===== src/rtl/serial_adder_ctrl.sv =====
// Bit-serial adder: one full-adder slice fed LSB-first, carry held in a flop.
// Optional signed-overflow output enabled by defining SERIAL_ADDER_OVF_EN.
module serial_adder_ctrl #(
  parameter int WIDTH = 8
) (
  input  logic             clk,
  input  logic             rst,
  input  logic             start,
  input  logic [WIDTH-1:0] A_in,
  input  logic [WIDTH-1:0] B_in,
  input  logic             Cin,
  output logic             busy,
  output logic             done,
  output logic [WIDTH-1:0] Sum,
  output logic             Cout,
  output logic             ovf
);

  localparam int CW = (WIDTH > 1) ? $clog2(WIDTH) : 1;

  typedef enum logic [1:0] {
    IDLE,
    SHIFT,
    DONE
  } state_t;

  state_t           state_q;
  logic [WIDTH-1:0] a_q;
  logic [WIDTH-1:0] b_q;
  logic [WIDTH-1:0] sum_q;
  logic             carry_q;
  logic [CW-1:0]    cnt_q;
  logic             busy_q;
  logic             done_q;
  logic             cout_q;

  logic             sumBit_d;
  logic             carry_d;
  logic             lastBit;

  // Full-adder slice on the current LSBs plus the held carry.
  always_comb begin
    sumBit_d = a_q[0] ^ b_q[0] ^ carry_q;
    carry_d  = (a_q[0] & b_q[0]) | (a_q[0] & carry_q) | (b_q[0] & carry_q);
    lastBit  = (cnt_q == CW'(WIDTH - 1));
  end

`ifdef SERIAL_ADDER_OVF_EN
  logic ovf_q;
`endif

  always_ff @(posedge clk) begin
    if (rst) begin
      state_q <= IDLE;
      a_q     <= '0;
      b_q     <= '0;
      sum_q   <= '0;
      carry_q <= 1'b0;
      cnt_q   <= '0;
      busy_q  <= 1'b0;
      done_q  <= 1'b0;
      cout_q  <= 1'b0;
`ifdef SERIAL_ADDER_OVF_EN
      ovf_q   <= 1'b0;
`endif
    end else begin
      unique case (state_q)
        IDLE: begin
          done_q <= 1'b0;
          if (start) begin
            a_q     <= A_in;
            b_q     <= B_in;
            carry_q <= Cin;
            cnt_q   <= '0;
            sum_q   <= '0;
            cout_q  <= 1'b0;
            busy_q  <= 1'b1;
`ifdef SERIAL_ADDER_OVF_EN
            ovf_q   <= 1'b0;
`endif
            state_q <= SHIFT;
          end
        end
        SHIFT: begin
          sum_q   <= {sumBit_d, sum_q[WIDTH-1:1]};
          a_q     <= a_q >> 1;
          b_q     <= b_q >> 1;
          carry_q <= carry_d;
          // The counter parks at zero on the final bit so it never exceeds WIDTH-1.
          if (lastBit) begin
            cnt_q   <= '0;
            cout_q  <= carry_d;
            busy_q  <= 1'b0;
            done_q  <= 1'b1;
`ifdef SERIAL_ADDER_OVF_EN
            ovf_q   <= carry_q ^ carry_d;
`endif
            state_q <= DONE;
          end else begin
            cnt_q   <= cnt_q + CW'(1);
          end
        end
        DONE: begin
          done_q  <= 1'b0;
          state_q <= IDLE;
        end
        default: begin
          state_q <= IDLE;
          busy_q  <= 1'b0;
          done_q  <= 1'b0;
        end
      endcase
    end
  end

  assign busy = busy_q;
  assign done = done_q;
  assign Sum  = sum_q;
  assign Cout = cout_q;

`ifdef SERIAL_ADDER_OVF_EN
  assign ovf = ovf_q;
`else
  assign ovf = 1'b0;
`endif

endmodule

===== config.mk =====
export PLATFORM = sky130hd
export DESIGN_NAME = serial_adder_ctrl
export DESIGN_NICKNAME = d
export VERILOG_FILES = /design/src/rtl/serial_adder_ctrl.sv
export SDC_FILE = /design/constraint.sdc
export NUM_CORES = 1
export LEC_CHECK = 0
export BUFFER_PORTS_ARGS = -buffer_cell sky130_fd_sc_hd__buf_2
export CORE_MARGIN = 1.5
export CORE_UTILIZATION = 37
export DETAILED_ROUTE_END_ITERATION = 8
export HOLD_SLACK_MARGIN = 0.1
export PLACE_DENSITY_LB_ADDON = 0.2
export SLEW_MARGIN = 30
export SYNTH_ARGS = -nofsm -noshare
export SYNTH_HDL_FRONTEND = slang
export SYNTH_SLANG_ARGS = --single-unit
export TNS_END_PERCENT = 100

===== constraint.sdc =====
create_clock -name clk -period 4.27 [get_ports clk]
set_clock_uncertainty 0.15 [all_clocks]
set_input_delay 0.2135 -clock clk [delete_from_list [all_inputs] [get_ports clk]]
set_output_delay 0.2135 -clock clk [all_outputs]
set_load 0.02 [all_outputs]

==> flow_metrics.env <==
export IMPL_overflow=0
export IMPL_run_status="complete, but fails checks"
export IMPL_fp_dieH_um=66.8
export IMPL_synth_edf_count=0
export IMPL_antenna_found_initial=0
export IMPL_path_class="reg -> reg"
export IMPL_cts_tree="yes"
export IMPL_ys_seq_area_share_pct=43.9
export IMPL_drcViolationCount=2
export IMPL_track_usage_pct=14.7
export IMPL_end_kind="register"
export IMPL_powerDensity_mw_per_mm2=391
export IMPL_cts_made_buffers=5
export IMPL_period_share_pct=43.7
export IMPL_fin_util_pct=44.3
export IMPL_synthDistinctLibCells=28
export IMPL_cts_setup_buffers=0
export IMPL_diodes=0
export IMPL_drt_iter0_drc=62
export IMPL_dr_pass1_iters=6
export IMPL_fin_crit_ps=1870
export IMPL_slew_viol_final=0
export IMPL_cts_resized=0
export IMPL_worstMarginPinSlew_ps=728
export IMPL_grt_pass1_wl_mm=4.77
export IMPL_synth_seq_cells=33
export IMPL_clk_pin_slew_ps=70
export IMPL_finalSetupViolCount=0
export IMPL_critPathMaxStageDelay_ps=720
export IMPL_gp_congestion=0.643
export IMPL_grt_pass1_vias=1099
export IMPL_grt_max_degree=34
export IMPL_timing_fmax_ghz=0.536
export IMPL_cellLeakagePower_nw=0.732
export IMPL_avgSynthCellArea_um2=10.4
export IMPL_final_antenna_net_count=0
export IMPL_cp_required_ps=4340
export IMPL_cap_violations=0
export IMPL_vias=1113
export IMPL_clock_latency_ps=290
export IMPL_wirelength_mm=2.75
export IMPL_holdCritPathClass="in -> reg"
export IMPL_io_pins=32
export IMPL_syn_num_nets=169
export IMPL_core_area_mm2=0.00394
export IMPL_synthFlopType="dfxtp_1"
export IMPL_area_growth_pct=16.0
export IMPL_die_area_mm2=0.00446
export IMPL_crit_start="state_q[0]"
export IMPL_cp_max_fo=24
export IMPL_slowest_stage="dfxtp_2"
export IMPL_synth_warnings=0
export IMPL_post_drt_wl_per_cell_um=12.3
export IMPL_multi_input_area_um2=728
export IMPL_viasPerCell=4.99
export IMPL_startpoint_type="register"
export IMPL_dp_hpwl_mm=1.87
export IMPL_setup_tns_ps=0
export IMPL_hp_start="start"
export IMPL_regArea_um2=662
export IMPL_row_count=23
export IMPL_synth_top_area_share_pct=43.9
export IMPL_synthTopCellsByArea="dfxtp_1, a211oi_2, mux2i_1, a22oi_1, nor2_1"
export IMPL_cts_sinks=33
export IMPL_async_reset_ff_share_pct=0
export IMPL_slew_headroom_pct=51.4
export IMPL_yosysTopAreaCell="dfxtp_1"
export IMPL_syn_inst=145
export IMPL_timing_rr_start="state_q[0]"
export IMPL_cts_buffer_depth=2
export IMPL_drive_above_1_share_pct=35.8
export IMPL_numPortBuffers=30
export IMPL_violations="DRC"
export IMPL_die_w_um=66.8
export IMPL_finalHoldViolCount=0
export IMPL_rsz0062_at_grt="no"
export IMPL_start_util_pct=38.2
export IMPL_clockRootBuffer="clkbuf_8"
export IMPL_path_cells="nor2b_1 -> a22oi_1 -> nor2_1"
export IMPL_fill_cells=403
export IMPL_synth_area_mm2=0.00151
export IMPL_nets=196
export IMPL_peakVddDrop_mv=0.195
export IMPL_arrival_ps=1940
export IMPL_htreeDepth=2
[cell type report]
type,count,share of cell area [%]
multi-input cells,95,41.7
repair buffers,33,10.2
clock inverters,1,0.287
inverters,4,0.860
well taps,50,3.58
flip-flops and latches,33,37.9
clock buffers,7,5.52
[sequential cells by signal (all words and copies together) (netlist names)]
name	flops
Sum	8
a_q	8
b_q	8
cnt_q	3
state_q	2
Cout	1
busy	1
carry_q	1
done	1
[cells in the mapped netlist (2+ instances only)]
library cell,count
buf_2,2
clkbuf_1,4
buf_4,3
buf_6,3
nor2_1,24
nand2_1,2
a22oi_1,12
nor2b_1,2
mux2i_1,15
nor3_1,3
a211oi_2,14
a21oi_1,3
nor2_2,6
dfxtp_1,33
ha_1,3
inv_1,4
[final timing paths]
kind              slack, ps    endpoint  cells after the start
setup / recovery       2400      Sum[5]                      3
hold / removal          120  state_q[0]                      3
setup reg to reg       2400      Sum[5]                      3
hold reg to reg         340        Cout                      2
[per-stage QoR]
stage	instances	setup slack, ps	hold WS, ps	power, W	instance area [um^2]
final	223	2400	116	0.000684	1750
after CTS	223	2380	109	0.000696	1750
after global routing	223	2160	142	0.000722	1750
after detailed placement	213	2410	315	0.000430	1630
after floorplan	145	2920	212	0.000416	1510
after global placement	213	2080	322	0.000427	1620
[metal layers]
metal	vias up	routed length, um	global-route usage, %
met5	-	0	0
met4	0	70	8.42
met3	7	148	5.57
met2	20	1250	24.3
met1	525	1280	16.0
li1	561	-	-
[kinds of logic after synthesis]
kind of cell	count (synthesis)	synth area share, %
AOI/OAI and AO/OA	35	22.0
adders and majority gates	4	3.82
buffers and inverters	17	7.73
DFF	33	43.9
muxes	15	9.97
other	1	0.249
and+or+nand+nor	40	12.3
[where the power goes]
part           leakage [nW]  internal, W  switching (W)  total [W]
Combinational         0.407    0.0000387      0.0000440  0.0000827
Sequential            0.271     0.000325      0.0000151   0.000340
Clock                0.0542     0.000146       0.000115   0.000261
[timing repair]
item / CTS / global route
endpoints found under the setup margin: 0 / 0
endpoints found under the hold margin: 2 / 0
hold buffers: 2 / 0
[cell usage in the layout (no fill, tap or decap), types with 2 or more instances in the layout]
cell type and count:
dlygate4sd3_1 2, nor3_1 3, nand2_1 2, mux2i_1 15
nor2_1 24, a22oi_1 12, dfxtp_1 32, nor2_2 6
a21oi_1 3, a211oi_2 14, nor2b_1 2, buf_2 30
clkbuf_8 7, inv_1 4, ha_1 3
[worst max-delay path: cells and delay by family (launching register included)]
kind / cells / cell delay (ps)
flip-flops: 1 / 720
AO/OA/AOI/OAI: 1 / 140
AND/OR/NAND/NOR: 2 / 790
No activity file was read; power rests on OpenSTA's default activity.
